[config.mk]
export PLATFORM = sky130hd
export DESIGN_NAME = mul_fx_seq
export DESIGN_NICKNAME = d
export VERILOG_FILES = /design/src/rtl/mul_fx_pkg.sv /design/src/rtl/mul_fx_post.sv /design/src/rtl/mul_fx_seq.sv
export SDC_FILE = /design/constraint.sdc
export NUM_CORES = 1
export LEC_CHECK = 0
export CORE_ASPECT_RATIO = 0.8
export CORE_UTILIZATION = 65
export CTS_BUF_LIST = sky130_fd_sc_hd__clkbuf_8
export DETAILED_ROUTE_END_ITERATION = 12
export GPL_TIMING_DRIVEN = 0
export PLACE_DENSITY = 0.86
export SYNTH_ARGS = -nofsm -noshare
export SYNTH_HDL_FRONTEND = slang
export SYNTH_SLANG_ARGS = --single-unit
[constraint.sdc]
create_clock -name clk -period 8.7 [get_ports clk]
set_input_delay 1.74 -clock clk [delete_from_list [all_inputs] [get_ports clk]]
set_output_delay 1.74 -clock clk [all_outputs]
set_load 0.01 [all_outputs]
[src/rtl/mul_fx_pkg.sv]
// Shared FSM type and format constants for the mul_fx_seq fixed-point multiplier.
package mul_fx_pkg;

  typedef enum logic [1:0] {
    IDLE = 2'd0,
    RUN  = 2'd1,
    FIN  = 2'd2
  } state_t;

  // Wide enough for any supported WIDTH; callers cast down to their own width.
  localparam int CONST_W = 128;

  function automatic logic [CONST_W-1:0] round_const(input int frac);
    logic [CONST_W-1:0] r;
    if (frac > 0) begin
      r = 128'd1 << (frac - 1);
    end else begin
      r = 128'd0;
    end
    return r;
  endfunction

  function automatic logic [CONST_W-1:0] smax_const(input int width);
    return (128'd1 << (width - 1)) - 128'd1;
  endfunction

  // Two's-complement pattern of the most negative value; numerically equal to its magnitude.
  function automatic logic [CONST_W-1:0] smin_const(input int width);
    return 128'd1 << (width - 1);
  endfunction

  function automatic logic [CONST_W-1:0] umax_const(input int width);
    return (128'd1 << width) - 128'd1;
  endfunction

endpackage

[src/rtl/mul_fx_post.sv]
// Combinational round / sign / saturate stage applied to the magnitude product.
// Saturation and overflow detection exist only when MUL_FX_SAT_EN is defined.
module mul_fx_post
  import mul_fx_pkg::*;
#(
  parameter int WIDTH  = 32,
  parameter int FRAC   = 16,
  parameter int SIGNED = 1
) (
  input  logic [2*WIDTH-1:0] acc,
  input  logic               neg,
  output logic [WIDTH-1:0]   res,
  output logic               ovf
);

  localparam logic [2*WIDTH-1:0] RND = (2*WIDTH)'(round_const(FRAC));

  logic [2*WIDTH-1:0] sum_s;
  logic [WIDTH-1:0]   mag_lo_s;

  assign sum_s    = acc + RND;
  assign mag_lo_s = WIDTH'(sum_s >> FRAC);

`ifdef MUL_FX_SAT_EN
  localparam logic [2*WIDTH-1:0] LIM_POS = (SIGNED != 0) ? (2*WIDTH)'(smax_const(WIDTH))
                                                         : (2*WIDTH)'(umax_const(WIDTH));
  localparam logic [2*WIDTH-1:0] LIM_NEG = (2*WIDTH)'(smin_const(WIDTH));
  localparam logic [WIDTH-1:0]   SAT_MAX = (SIGNED != 0) ? WIDTH'(smax_const(WIDTH))
                                                         : WIDTH'(umax_const(WIDTH));
  localparam logic [WIDTH-1:0]   SAT_MIN = WIDTH'(smin_const(WIDTH));

  logic [2*WIDTH-1:0] mag_s;
  logic               neg_s;

  assign mag_s = sum_s >> FRAC;
  // A zero magnitude is always reported as positive.
  assign neg_s = (SIGNED != 0) && neg && (mag_s != '0);

  // Clamp against the limit of the result's own sign, otherwise apply the sign.
  always_comb begin
    res = mag_lo_s;
    ovf = 1'b0;
    if (neg_s) begin
      if (mag_s > LIM_NEG) begin
        ovf = 1'b1;
        res = SAT_MIN;
      end else begin
        ovf = 1'b0;
        res = -mag_lo_s;
      end
    end else begin
      if (mag_s > LIM_POS) begin
        ovf = 1'b1;
        res = SAT_MAX;
      end else begin
        ovf = 1'b0;
        res = mag_lo_s;
      end
    end
  end
`else
  assign res = ((SIGNED != 0) && neg) ? -mag_lo_s : mag_lo_s;
  assign ovf = 1'b0;
`endif

endmodule

[src/rtl/mul_fx_seq.sv]
// Sequential radix-2 shift-add fixed-point multiplier with start/done handshake.
// Define MUL_FX_SAT_EN to clamp overflowing results and report ovf.
module mul_fx_seq
  import mul_fx_pkg::*;
#(
  parameter int WIDTH  = 32,
  parameter int FRAC   = 16,
  parameter int SIGNED = 1
) (
  input  logic             clk,
  input  logic             rst,
  input  logic             start,
  input  logic [WIDTH-1:0] a,
  input  logic [WIDTH-1:0] b,
  output logic             busy,
  output logic             done,
  output logic [WIDTH-1:0] ab,
  output logic             ovf
);

  localparam int               CNT_W    = $clog2(WIDTH);
  localparam logic [CNT_W-1:0] CNT_LAST = CNT_W'(WIDTH - 1);

  state_t             state_r, state_nx_s;
  logic [2*WIDTH-1:0] mc_r, acc_r;
  logic [WIDTH-1:0]   mb_r, ab_r;
  logic [CNT_W-1:0]   cnt_r;
  logic               sign_r, ovf_r, done_r, busy_r;

  logic               a_neg_s, b_neg_s, post_ovf_s;
  logic [WIDTH-1:0]   a_mag_s, b_mag_s, post_ab_s;

  // Negating the most negative value yields 2^(WIDTH-1), which is exact as unsigned.
  assign a_neg_s = (SIGNED != 0) && a[WIDTH-1];
  assign b_neg_s = (SIGNED != 0) && b[WIDTH-1];
  assign a_mag_s = a_neg_s ? -a : a;
  assign b_mag_s = b_neg_s ? -b : b;

  // State register.
  always_ff @(posedge clk or negedge rst) begin
    if (!rst) begin
      state_r <= IDLE;
    end else begin
      state_r <= state_nx_s;
    end
  end

  // Next-state logic.
  always_comb begin
    state_nx_s = state_r;
    case (state_r)
      IDLE: begin
        if (start) state_nx_s = RUN;
        else       state_nx_s = IDLE;
      end
      RUN: begin
        if (cnt_r == CNT_LAST) state_nx_s = FIN;
        else                   state_nx_s = RUN;
      end
      FIN:     state_nx_s = IDLE;
      default: state_nx_s = IDLE;
    endcase
  end

  // Operand capture, shift-add iteration and result/flag registers.
  always_ff @(posedge clk or negedge rst) begin
    if (!rst) begin
      mc_r   <= '0;
      mb_r   <= '0;
      acc_r  <= '0;
      cnt_r  <= '0;
      sign_r <= 1'b0;
      ab_r   <= '0;
      ovf_r  <= 1'b0;
      done_r <= 1'b0;
      busy_r <= 1'b0;
    end else begin
      busy_r <= (state_nx_s != IDLE);
      done_r <= (state_r == FIN);
      case (state_r)
        IDLE: begin
          if (start) begin
            mc_r   <= {{WIDTH{1'b0}}, a_mag_s};
            mb_r   <= b_mag_s;
            acc_r  <= '0;
            cnt_r  <= '0;
            sign_r <= a_neg_s ^ b_neg_s;
          end
        end
        RUN: begin
          if (mb_r[0]) acc_r <= acc_r + mc_r;
          mc_r  <= {mc_r[2*WIDTH-2:0], 1'b0};
          mb_r  <= {1'b0, mb_r[WIDTH-1:1]};
          cnt_r <= cnt_r + CNT_W'(1);
        end
        FIN: begin
          ab_r  <= post_ab_s;
          ovf_r <= post_ovf_s;
        end
        default: ;
      endcase
    end
  end

  mul_fx_post #(
    .WIDTH  (WIDTH),
    .FRAC   (FRAC),
    .SIGNED (SIGNED)
  ) u_post (
    .acc (acc_r),
    .neg (sign_r),
    .res (post_ab_s),
    .ovf (post_ovf_s)
  );

  assign busy = busy_r;
  assign done = done_r;
  assign ab   = ab_r;
  assign ovf  = ovf_r;

endmodule

==> reports/summary.txt <==
status = finished clean
synth cell count leaders = 175 x o21ai_0, 170 x dfrtp_1, 164 x nand2_1, 84 x xnor2_1, 83 x a21oi_1
Synth Area per Inst = 8.47 µm²
crit path DAT = 5.26 ns
Primary FF master, synth = dfrtp_1
worst setup path start = b[0]
R2R depth = 11
worst hold slack = 0.491 ns
Die Ht = 125 µm
Max Root-Sink Buffers = 2
max-slew violation count = 0
Max Freq = 0.204 GHz
# diodes = 0
Synth top area share = 34.8%
post-CTS sizing = 0
Total Power = 0.00505 W
layout cell share with drive strength beyond 1 = 4.32%
Worst-Margin Slew = 0.895 ns
Final Hold Viols = 0
Slew headroom = 39.9%
Buffers on Ports = 99
die footprint = 19300 µm²
Tcrit/Tclk final = 56.3%
Final ANT Viol Nets = 0
RSZ-0062 raised after global routing = no
asr flop ratio synth = 100%
Final Setup Violations = 0
clk_lat worst skew = 0.48 ns
Clock Sinks = 170
critical path capture point type = flip-flop
Post-synth EDFFs = 0
Nets = 1681
vias per cell = 6.45
TritonRoute pass-1 iters = 8
1st-iter DRT viols = 1264
GRT Util Overall = 36.3%
distinct cell type count after synthesis = 76
worst path cell trace = clkdlybuf4s50_1, inv_1, ha_1, or3b_1, or4_1, or4_4, or3_1, or3_4, o31ai_1, xor2_1, o21ai_1
top post-synthesis cells by area = dfrtp_1 35%, o21ai_0 7.2%, xnor2_1 6.0%
Crit Path Category = input pin to flip-flop
Yosys top cell by area = dfrtp_1
Area Overhead vs Synth = 14.5%
Seq/Total Area, Yosys = 34.8%
antenna violations before repair = 0
CTS Hold Bufs = 0
num rows = 44
Worst EP required = 9.06 ns
Routed WL per cell = 18.6 µm
slowest cell delay on critical path = 0.47 ns
Ports = 102
fillers = 1379
DRT Wirelength = 34100 µm
clock skew = 0.0161 ns
TritonCTS clock tree = yes
Synth Instances = 1441
H-tree levels = 4
Die Wd = 155 µm
count leader, synth = o21ai_0
synthesized flop and latch total = 170
pwr dens = 361 nW/µm²
Synthesized Nets = 1562
DR vias = 11800
CORE AREA = 18300 µm²
CP Capture Point = mb_r[28]
Leakage Power = 5.83 nW
Peak VDD IR = 257 µV
crit path max fanout = 4
postcts setup bufs = 0
RR Startpoint = acc_r[15]
reg2reg setup slack = 4.62 ns
Reg-to-Reg End = ab[31]
Worst-path clk slew = 0.11 ns
largest net degree at the start of global routing = 122
Hold/Removal Path Class = flip-flop to flip-flop
total gr overflow = 0
Yosys warning total = 0
global-route wire length before repair = 56000 µm
critical path's slowest cell = clkdlybuf4s50_1
DRC Markers = 0
GPL Wtd Cong = 0.986
area of the mapped netlist = 12200 µm²
Max Cap Violations = 0
post-layout util = 76.5%
vias in the first global route = 11100
Initial Util = 66.8%
clock root cell = clkbuf_8
Startpoint Class = input pin
DP HPWL = 25600 µm
setup TNS after final layout = 0 ns
post-layout minimum cycle time = 4.90 ns
Num CTS Buffers = 17
## cells in the final DEF (no fill, tap or decap), types with 33 or more instances in the layout
cell type and n:
ha_1 53, nor2_1 50, a21o_1 33, nand2_1 164, xor2_1 80, dfrtp_1 170, clkdlybuf4s50_1 98, a22oi_1 48
inv_1 34, clkbuf_1 75, o21ai_0 175, a21oi_1 83, xnor2_1 84, nand3_1 42
## power by group
part	internal (W)	total [W]	switching, W
Combinational	0.00119	0.00301	0.00182
Sequential	0.00111	0.00143	0.000323
Clock	0.000226	0.000601	0.000375
## registers in the layout, summed over array words and instances (netlist names)
register / flops
done: 1
sign_r: 1
busy: 1
mc_r: 48
acc_r: 48
mb_r: 32
state_r: 2
cnt_r: 5
ab: 32
## per-layer routing
layer | global-route usage (%) | vias to the layer above | share of wire, % | wire length, µm
met5 | 0 | - | 0 | 0
met2 | 55.2 | 507 | 45 | 15400
li1 | - | 5540 | - | -
met1 | 52.9 | 5681 | 45 | 15300
met3 | 7.06 | 47 | 7.9 | 2700
met4 | 9.57 | 0 | 1.8 | 622
## metrics by stage
step | area (µm²) | setup WS [ns] | cells
final | 14000 | 3.80 | 1826
after floorplan | 12200 | 4.14 | 1441
after detailed placement | 13600 | 3.31 | 1794
after global placement | 13500 | -1.06 | 1793
after CTS | 14000 | 3.83 | 1826
after global routing | 14000 | 3.65 | 1826
## kinds of logic after synthesis
logic type	Yosys count	share of synthesized area, %
compound gates	516	26.9
simple gates	406	16.5
flops	170	34.8
xor+xnor	164	11.8
buf+inv	126	4.05
fa+ha+maj	54	5.59
mux	4	0.338
other cells	1	0.0307
## worst min path at each step
| stage | endpoint | from | cells after the start | slack (ns) |
|---|---|---|---|---|
| floorplan | mb_r[31] | mb_r[31] | 2 | 0.45 |
| global placement | ab[3] | ab[3] | 2 | 0.46 |
| detailed placement | ab[5] | ab[5] | 2 | 0.47 |
| CTS | ab[5] | ab[5] | 2 | 0.49 |
| global route | ab[5] | ab[5] | 2 | 0.51 |
| finish | ab[5] | ab[5] | 2 | 0.49 |
## cell type report
class	count	area, µm²	area share (%)
Multi-Input combinational cell	1145	7460	53.4
Sequential cell	170	4250	30.4
Timing Repair Buffer	100	1020	7.32
Buffer	91	363	2.60
Tap cell	253	317	2.26
Clock buffer	17	234	1.67
Clock inverter	15	191	1.37
Inverter	35	131	0.940
## critical path, delay by kind of cell
| kind | cells | cell delay (ns) |
|---|---|---|
| XOR/XNOR | 1 | 0.17 |
| buffers and inverters | 2 | 0.56 |
| AO/OA/AOI/OAI | 2 | 0.44 |
| adder cells (fa/ha/maj) | 1 | 0.16 |
| AND/OR/NAND/NOR | 5 | 2.20 |
Note: power is estimated with default switching activity, not from simulation.
